===== src/rtl/fmap_stream_tx_pkg.sv =====
// -----------------------------------------------------------------------------
// fmap_tx_pkg
// Shared types and helpers for the feature-map stream transmitter.
//   state_t       : transmitter FSM states
//   width_of()    : bits needed to hold the values 0 .. value-1 (at least 1)
//   max_int()     : larger of two integers, for sizing shared counters
//   row_beats()   : read beats in one row (SIZE * CHANNEL)
//   REPEAT_W      : width of the frame repeat count / frame counter
//   DELAY_FIELDS  : number of framing bits carried through the delay line
// -----------------------------------------------------------------------------
package fmap_tx_pkg;

  typedef enum logic [2:0] {
    ST_IDLE,
    ST_VSYNC,
    ST_PAD,
    ST_HSYNC,
    ST_ROW,
    ST_GAP,
    ST_DRAIN
  } state_t;

  localparam int REPEAT_W     = 8;
  localparam int DELAY_FIELDS = 5;  // {vsync, hsync, reuse, valid, done}

  function automatic int width_of(input int value);
    return (value <= 2) ? 1 : $clog2(value);
  endfunction

  function automatic int max_int(input int a, input int b);
    return (a > b) ? a : b;
  endfunction

  function automatic int row_beats(input int size, input int channel);
    return size * channel;
  endfunction

endpackage


===== src/rtl/fmap_stream_tx_if.sv =====
// -----------------------------------------------------------------------------
// fmap_stream_tx_if
// Control, buffer-read and framed-stream signals of fmap_stream_tx.
//   master : the transmitter (drives busy/done, read port, stream)
//   slave  : the environment (drives start/repeat and the read data)
// -----------------------------------------------------------------------------
interface fmap_stream_tx_if
  import fmap_tx_pkg::*;
#(
  parameter int WIDTH_D = 27,
  parameter int AW      = 16
);
  logic                i_start;
  logic [REPEAT_W-1:0] i_repeat;
  logic                o_busy;
  logic                o_done;
  logic                o_rden;
  logic [AW-1:0]       o_raddr;
  logic [WIDTH_D-1:0]  i_rdata;
  logic                o_vsync;
  logic                o_hsync;
  logic                o_reuse;
  logic                o_valid;
  logic [WIDTH_D-1:0]  o_tdata;

  modport master (
    input  i_start, i_repeat, i_rdata,
    output o_busy, o_done, o_rden, o_raddr,
           o_vsync, o_hsync, o_reuse, o_valid, o_tdata
  );

  modport slave (
    output i_start, i_repeat, i_rdata,
    input  o_busy, o_done, o_rden, o_raddr,
           o_vsync, o_hsync, o_reuse, o_valid, o_tdata
  );
endinterface


===== src/rtl/fmap_stream_tx_delay_line.sv =====
// -----------------------------------------------------------------------------
// stream_delay_line
// DEPTH-stage shift register with asynchronous active-high clear.
//   i_sclk : clock
//   i_rst  : asynchronous clear of every stage
//   din    : WIDTH-bit input
//   dout   : din delayed by DEPTH cycles
// -----------------------------------------------------------------------------
module stream_delay_line #(
  parameter int DEPTH = 2,
  parameter int WIDTH = 1
) (
  input  logic             i_sclk,
  input  logic             i_rst,
  input  logic [WIDTH-1:0] din,
  output logic [WIDTH-1:0] dout
);

  for (genvar gi = 0; gi < DEPTH; gi++) begin : g_stage
    logic [WIDTH-1:0] q_reg;
    if (gi == 0) begin : g_first
      always_ff @(posedge i_sclk or posedge i_rst) begin
        if (i_rst) q_reg <= '0;
        else       q_reg <= din;
      end
    end else begin : g_next
      always_ff @(posedge i_sclk or posedge i_rst) begin
        if (i_rst) q_reg <= '0;
        else       q_reg <= g_stage[gi-1].q_reg;
      end
    end
  end

  assign dout = g_stage[DEPTH-1].q_reg;

endmodule


===== src/rtl/fmap_stream_tx.sv =====
// -----------------------------------------------------------------------------
// fmap_stream_tx
// Reads a SIZE x SIZE x CHANNEL feature map from a buffer (channel fastest)
// and emits it as a vsync/hsync/reuse/valid/tdata framed stream, replaying
// the frame i_repeat times (0 counts as 1).
//   i_sclk          : clock
//   i_rst           : asynchronous active-high reset
//   bus.i_start     : start request, honoured in IDLE only
//   bus.i_repeat    : frames to emit, latched on accepted start
//   bus.o_busy      : accepted start .. o_done inclusive
//   bus.o_done      : pulse with the final beat of the final frame
//   bus.o_rden/o_raddr/i_rdata : buffer read port, RD_LAT cycles latency
//   bus.o_vsync/o_hsync/o_reuse/o_valid/o_tdata : framed output stream
// -----------------------------------------------------------------------------
module fmap_stream_tx
  import fmap_tx_pkg::*;
#(
  parameter int WIDTH_D   = 27,
  parameter int SIZE      = 14,
  parameter int CHANNEL   = 256,
  parameter int GAP       = 4,
  parameter int VSYNC_LEN = 8,
  parameter int PADWAIT   = 21,
  parameter int RD_LAT    = 2,
  parameter int AW        = $clog2(SIZE*SIZE*CHANNEL)
) (
  input logic              i_sclk,
  input logic              i_rst,
  fmap_stream_tx_if.master bus
);

  localparam int ROW_BEATS   = row_beats(SIZE, CHANNEL);
  localparam int FRAME_BEATS = SIZE * ROW_BEATS;
  localparam int CNT_MAX     = max_int(max_int(max_int(VSYNC_LEN, PADWAIT),
                                               max_int(ROW_BEATS, GAP)), RD_LAT);
  localparam int CW          = width_of(CNT_MAX);
  localparam int RW          = width_of(SIZE);

  // Terminal counts per state; zero-length states are never entered, so
  // their terminal count is clamped just to keep the constant legal.
  localparam logic [CW-1:0] VSYNC_LAST = CW'(VSYNC_LEN - 1);
  localparam logic [CW-1:0] PAD_LAST   = CW'(max_int(PADWAIT, 1) - 1);
  localparam logic [CW-1:0] ROW_LAST   = CW'(ROW_BEATS - 1);
  localparam logic [CW-1:0] GAP_LAST   = CW'(max_int(GAP, 1) - 1);
  localparam logic [CW-1:0] DRAIN_LAST = CW'(RD_LAT - 1);
  localparam logic [RW-1:0] LAST_ROW   = RW'(SIZE - 1);
  localparam logic [AW-1:0] LAST_ADDR  = AW'(FRAME_BEATS - 1);

  state_t              state_reg, state_next;
  logic [CW-1:0]       cnt_reg, cnt_next;
  logic [RW-1:0]       row_reg, row_next;
  logic [AW-1:0]       addr_reg, addr_next;
  logic [REPEAT_W-1:0] frame_reg, frame_next;
  logic [REPEAT_W-1:0] rep_reg, rep_next;
  logic                busy_reg, busy_next;

  logic                row_end;
  logic                last_row, last_frame;
  logic                vsync_int, hsync_int, reuse_int, valid_int, done_int;
  logic [DELAY_FIELDS-1:0] dly_out;

  logic                vsync_reg, hsync_reg, reuse_reg, valid_reg, done_reg;
  logic [WIDTH_D-1:0]  tdata_reg;

  assign last_row   = (row_reg == LAST_ROW);
  assign last_frame = (frame_reg >= rep_reg);

  always_ff @(posedge i_sclk or posedge i_rst) begin
    if (i_rst) begin
      state_reg <= ST_IDLE;
      cnt_reg   <= '0;
      row_reg   <= '0;
      addr_reg  <= '0;
      frame_reg <= '0;
      rep_reg   <= '0;
      busy_reg  <= 1'b0;
    end else begin
      state_reg <= state_next;
      cnt_reg   <= cnt_next;
      row_reg   <= row_next;
      addr_reg  <= addr_next;
      frame_reg <= frame_next;
      rep_reg   <= rep_next;
      busy_reg  <= busy_next;
    end
  end

  always_comb begin
    state_next = state_reg;
    cnt_next   = cnt_reg + 1'b1;
    row_next   = row_reg;
    addr_next  = addr_reg;
    frame_next = frame_reg;
    rep_next   = rep_reg;
    busy_next  = busy_reg;
    row_end    = 1'b0;

    // busy drops the cycle after the done pulse leaves the output register
    if (done_reg) busy_next = 1'b0;

    case (state_reg)
      ST_IDLE: begin
        cnt_next = '0;
        if (bus.i_start) begin
          state_next = ST_VSYNC;
          rep_next   = (bus.i_repeat == '0) ? REPEAT_W'(1) : bus.i_repeat;
          frame_next = REPEAT_W'(1);
          row_next   = '0;
          addr_next  = '0;
          busy_next  = 1'b1;
        end
      end
      ST_VSYNC: begin
        if (cnt_reg == VSYNC_LAST) begin
          cnt_next   = '0;
          state_next = (PADWAIT > 0) ? ST_PAD : ST_HSYNC;
        end
      end
      ST_PAD: begin
        if (cnt_reg == PAD_LAST) begin
          cnt_next   = '0;
          state_next = ST_HSYNC;
        end
      end
      ST_HSYNC: begin
        cnt_next   = '0;
        state_next = ST_ROW;
      end
      ST_ROW: begin
        // address runs contiguously across rows, wrapping only at frame end
        addr_next = (addr_reg == LAST_ADDR) ? '0 : addr_reg + 1'b1;
        if (cnt_reg == ROW_LAST) begin
          cnt_next = '0;
          if (GAP > 0) state_next = ST_GAP;
          else         row_end    = 1'b1;
        end
      end
      ST_GAP: begin
        if (cnt_reg == GAP_LAST) begin
          cnt_next = '0;
          row_end  = 1'b1;
        end
      end
      ST_DRAIN: begin
        if (cnt_reg == DRAIN_LAST) begin
          cnt_next   = '0;
          state_next = ST_IDLE;
        end
      end
      default: begin
        cnt_next   = '0;
        state_next = ST_IDLE;
      end
    endcase

    if (row_end) begin
      if (!last_row) begin
        row_next   = row_reg + 1'b1;
        state_next = ST_HSYNC;
      end else if (!last_frame) begin
        frame_next = frame_reg + 1'b1;
        row_next   = '0;
        addr_next  = '0;
        state_next = ST_VSYNC;
      end else begin
        state_next = ST_DRAIN;
      end
    end
  end

  // Framing generated at read-issue time, aligned to i_rdata below.
  assign vsync_int = (state_reg == ST_VSYNC);
  assign hsync_int = (state_reg == ST_HSYNC);
  assign valid_int = (state_reg == ST_ROW);
  assign done_int  = valid_int && (cnt_reg == ROW_LAST) && last_row && last_frame;
  // Replays keep reuse up from vsync through their last beat; the trailing
  // gap of the final frame is not part of any emitted data.
  assign reuse_int = (frame_reg > REPEAT_W'(1)) &&
                     ((state_reg == ST_VSYNC) || (state_reg == ST_PAD) ||
                      (state_reg == ST_HSYNC) || (state_reg == ST_ROW) ||
                      ((state_reg == ST_GAP) && !(last_row && last_frame)));

  stream_delay_line #(
    .DEPTH (RD_LAT),
    .WIDTH (DELAY_FIELDS)
  ) u_align (
    .i_sclk (i_sclk),
    .i_rst  (i_rst),
    .din    ({vsync_int, hsync_int, reuse_int, valid_int, done_int}),
    .dout   (dly_out)
  );

  always_ff @(posedge i_sclk or posedge i_rst) begin
    if (i_rst) begin
      vsync_reg <= 1'b0;
      hsync_reg <= 1'b0;
      reuse_reg <= 1'b0;
      valid_reg <= 1'b0;
      done_reg  <= 1'b0;
      tdata_reg <= '0;
    end else begin
      vsync_reg <= dly_out[4];
      hsync_reg <= dly_out[3];
      reuse_reg <= dly_out[2];
      valid_reg <= dly_out[1];
      done_reg  <= dly_out[0];
      tdata_reg <= dly_out[1] ? bus.i_rdata : '0;
    end
  end

  assign bus.o_busy  = busy_reg;
  assign bus.o_done  = done_reg;
  assign bus.o_rden  = (state_reg == ST_ROW);
  assign bus.o_raddr = addr_reg;
  assign bus.o_vsync = vsync_reg;
  assign bus.o_hsync = hsync_reg;
  assign bus.o_reuse = reuse_reg;
  assign bus.o_valid = valid_reg;
  assign bus.o_tdata = tdata_reg;

endmodule


===== src/flat_wrapper.sv =====
// flat-port wrapper written by rule: the top's interface ports become plain ports
module fmap_stream_tx_flat import fmap_tx_pkg::*;
#(
  parameter int WIDTH_D   = 27,
  parameter int SIZE      = 14,
  parameter int CHANNEL   = 256,
  parameter int GAP       = 4,
  parameter int VSYNC_LEN = 8,
  parameter int PADWAIT   = 21,
  parameter int RD_LAT    = 2,
  parameter int AW        = $clog2(SIZE*SIZE*CHANNEL)
)
  (i_sclk, i_rst, bus_i_start, bus_i_repeat, bus_i_rdata, bus_o_busy, bus_o_done, bus_o_rden, bus_o_raddr, bus_o_vsync, bus_o_hsync, bus_o_reuse, bus_o_valid, bus_o_tdata);
  fmap_stream_tx_if #(.WIDTH_D(WIDTH_D), .AW(AW)) bus_i ();
  input logic i_sclk;
  input logic i_rst;
  input wire logic [$bits(bus_i.i_start)-1:0] bus_i_start;
  input wire logic [$bits(bus_i.i_repeat)-1:0] bus_i_repeat;
  input wire logic [$bits(bus_i.i_rdata)-1:0] bus_i_rdata;
  output wire logic [$bits(bus_i.o_busy)-1:0] bus_o_busy;
  output wire logic [$bits(bus_i.o_done)-1:0] bus_o_done;
  output wire logic [$bits(bus_i.o_rden)-1:0] bus_o_rden;
  output wire logic [$bits(bus_i.o_raddr)-1:0] bus_o_raddr;
  output wire logic [$bits(bus_i.o_vsync)-1:0] bus_o_vsync;
  output wire logic [$bits(bus_i.o_hsync)-1:0] bus_o_hsync;
  output wire logic [$bits(bus_i.o_reuse)-1:0] bus_o_reuse;
  output wire logic [$bits(bus_i.o_valid)-1:0] bus_o_valid;
  output wire logic [$bits(bus_i.o_tdata)-1:0] bus_o_tdata;
  assign bus_i.i_start = bus_i_start;
  assign bus_i.i_repeat = bus_i_repeat;
  assign bus_i.i_rdata = bus_i_rdata;
  assign bus_o_busy = bus_i.o_busy;
  assign bus_o_done = bus_i.o_done;
  assign bus_o_rden = bus_i.o_rden;
  assign bus_o_raddr = bus_i.o_raddr;
  assign bus_o_vsync = bus_i.o_vsync;
  assign bus_o_hsync = bus_i.o_hsync;
  assign bus_o_reuse = bus_i.o_reuse;
  assign bus_o_valid = bus_i.o_valid;
  assign bus_o_tdata = bus_i.o_tdata;
  fmap_stream_tx #(.WIDTH_D(WIDTH_D), .SIZE(SIZE), .CHANNEL(CHANNEL), .GAP(GAP), .VSYNC_LEN(VSYNC_LEN), .PADWAIT(PADWAIT), .RD_LAT(RD_LAT), .AW(AW)) u_core (.i_sclk(i_sclk), .i_rst(i_rst), .bus(bus_i));
endmodule

===== config.mk =====
export PLATFORM = sky130hd
export DESIGN_NAME = fmap_stream_tx_flat
export DESIGN_NICKNAME = d
export VERILOG_FILES = /design/src/rtl/fmap_stream_tx_pkg.sv /design/src/rtl/fmap_stream_tx_if.sv /design/src/rtl/fmap_stream_tx_delay_line.sv /design/src/rtl/fmap_stream_tx.sv /design/src/flat_wrapper.sv
export SDC_FILE = /design/constraint.sdc
export NUM_CORES = 1
export LEC_CHECK = 0
export ABC_AREA = 1
export BUFFER_PORTS_ARGS = -buffer_cell sky130_fd_sc_hd__buf_2
export CORE_ASPECT_RATIO = 0.5
export CORE_MARGIN = 10
export CORE_UTILIZATION = 35
export CTS_CLUSTER_DIAMETER = 50
export DETAILED_ROUTE_END_ITERATION = 8
export HOLD_SLACK_MARGIN = 0.05
export MAX_ROUTING_LAYER = met4
export PLACE_DENSITY = 0.66
export SYNTH_ARGS = -nofsm -noshare
export SYNTH_HDL_FRONTEND = slang
export SYNTH_SLANG_ARGS = --single-unit

===== constraint.sdc =====
create_clock -name i_sclk -period 4.1 [get_ports i_sclk]
set_input_delay 0.615 -clock i_sclk [delete_from_list [all_inputs] [get_ports i_sclk]]
set_output_delay 0.615 -clock i_sclk [all_outputs]
set_load 0.02 [all_outputs]

==> results.ini <==
[outcome]
status=complete, no violations

[global_route]
grt_max_degree=72
grt_usage_pct=12.3
grt_util_met2_pct=19.8
overflow=0
grt_pass1_vias=3804
antenna_found_initial=0
use_met3_pct=3.26
grt_pass1_wl_microns=18500
grt-busiest-layer=met2
gr-usage-met1_pct=15.1

[worst_setup_path]
critPathSlowestCell=nor2_1
slowest_delay_ps=630
arrival_ps=1900
startpoint=u_core.state_reg[1]
crit_chain=inv_1, nand2_2, nor2_1, buf_2
cp_max_fo=11
worst-r2r-cell-count=9
crit_type=flop to primary output
r2r-start=u_core.frame_reg[5]
cp-end-kind=primary output
cp.required_ps=3480
start_kind=flop

[worst_hold_path]
min-delay-path-class=flop to flop
worstHoldPathCells=0
hold_start=u_core.u_align.g_stage[0].q_reg[2]

[timing]
rsz0062_at_grt=no
post-route-min-period_ps=2520
final-setup-viol-count=0
worst-slew-pin-transition_ps=871
slew_headroom_pct=41.9
timing.hold.ws_ps=350
fin_skew_ps=9.13
final_hold_viol_count=0
period_share_pct=61.4
finalSetupTns_ps=0
slew_viol_final=0
clock.fmax_mhz=397
setup_slack_ps=1580

[final_layout]
area_growth_pct=19.2
final_layout_size_suffix_gt1_share_pct=17.7
final_nets=745
largest_register_ffs=27
layout_common_cells=167 x nand2_1, 98 x inv_1, 94 x dfrtp_1
final_common_cell=nand2_1
nFillCells=1328
n_antenna_cell=0
final_core_util_pct=43.6

[clock_network]
cts_resized=0
path_clk_slew_ps=70
cts_root_buf=clkbuf_16
clock_sinks=94
cts_hold_buf=0
numCtsBuffers=9
clk_path_buf_depth=2
cts_setup_buffers=0
cts-htree-levels=3
worstSkewPairLatency_ps=340
cts_tree=built

[floorplan]
num_rows=29
start_util_pct=36.6
die_w_microns=185
die_height_microns=102
io_pins=88
dieArea_sq_um=18900
coreArea_sq_um=13000

[drt]
drtIter0Drc=242
vias_per_cell=4.63
wl_per_cell_microns=12.8
post-route-drc-count=0
drtPass1Iterations=4
postRouteAntennaNets=0
vias=4002
wl_microns=11100

[synthesis]
netlist_area_sq_um=4750
yosysSeqAreaShare_pct=49.5
async_flop_share_pct=100
ys.flop_type=dfrtp_1
synthCells=600
synth_cell_types=33
yosys_warnings=0
synth_nets=655
synth_area_leaders=dfrtp_1 49%, nand2_1 13%, inv_1 7.8%
yosysTopAreaCellShare_pct=49.5
synth_area_leader_cell=dfrtp_1
synth.avg_cell_area_sq_um=7.92
synth_enable_flop_cells=0
synth_seq_cells=94

[job]
drv_cap=0

[placed_design]
portBuffers=87
dpl_worst_slack_ps=1690
gp_congestion=0.851
dp_hpwl_microns=8210

[power_and_ir_drop]
power.total_w=0.00186
ir_drop_mv=0.193
p_per_area_nw_per_um2=328
p_leak_nw=3.17

[where the power goes]
part | leakage (nW) | total [W] | switching [W] | internal (W)
combinational | 1.96 | 0.0000810 | 0.0000537 | 0.0000273
sequential | 1.07 | 0.000943 | 0.00000283 | 0.000940
clock | 0.142 | 0.000834 | 0.000361 | 0.000473
total | 3.17 | 0.00186 | 0.000417 | 0.00144
[worst max-delay path: cells and delay by family (launching register included)]
kind	cells	cell delay, ps
flops	1	450
simple gates	2	710
buf+inv	2	410
[metrics by stage]
| stage | std cells | area, sq um |
|---|---|---|
| final | 865 | 5670 |
| after global routing | 865 | 5670 |
| after CTS | 865 | 5670 |
| after detailed placement | 849 | 5370 |
| after global placement | 849 | 5370 |
| after floorplan | 600 | 4750 |
[cells in the mapped netlist (5+ instances only)]
cell      instances
a21oi_1          17
buf_2             5
dfrtp_1          94
ha_1             17
inv_1            99
nand2_1         167
nand3_1          43
nand3b_1          5
nand4_1          16
nor2_1           63
nor3_1            8
o21ai_0          23
xor2_1            8
[kinds of logic (layout without fill, tap and decap cells)]
| family | after synthesis | after routing | share of synthesized area, % |
|---|---|---|---|
| simple gates | 322 | 322 | 30.0 |
| buf+inv | 111 | 206 | 9.05 |
| flops | 94 | 94 | 49.5 |
| compound gates | 46 | 46 | 5.19 |
| fa+ha+maj | 17 | 17 | 4.47 |
| xor+xnor | 10 | 10 | 1.84 |
[metal layers]
layer  vias up  wire (microns)
li1       2059               -
met1      1845            5280
met2        88            5050
met3        10             656
met4         0              98
met5         -               0
[cell type report]
cell class / instances / area [sq um] / share of cell area [%]
sequential: 94 / 2350 / 41.5
timing repair buffer: 89 / 450 / 7.95
clock buffer: 9 / 225 / 3.98
tap: 170 / 213 / 3.75
clock inverter: 7 / 72.6 / 1.28
multi-input combinational: 395 / 1970 / 34.8
inverter: 101 / 382 / 6.74
[path summary, 6_finish.rpt]
kind                                          end  slack, ps
max                                    bus_o_rden       1580
min                        u_core.u_align.dout[2]        350
max reg2reg                   u_core.frame_reg[5]       1630
min reg2reg                u_core.u_align.dout[2]        350
max in group asynchronous  u_core.u_align.dout[4]       2770
min in group asynchronous   u_core.bus.o_tdata[3]        460
Power figures use the tool's default switching activity.
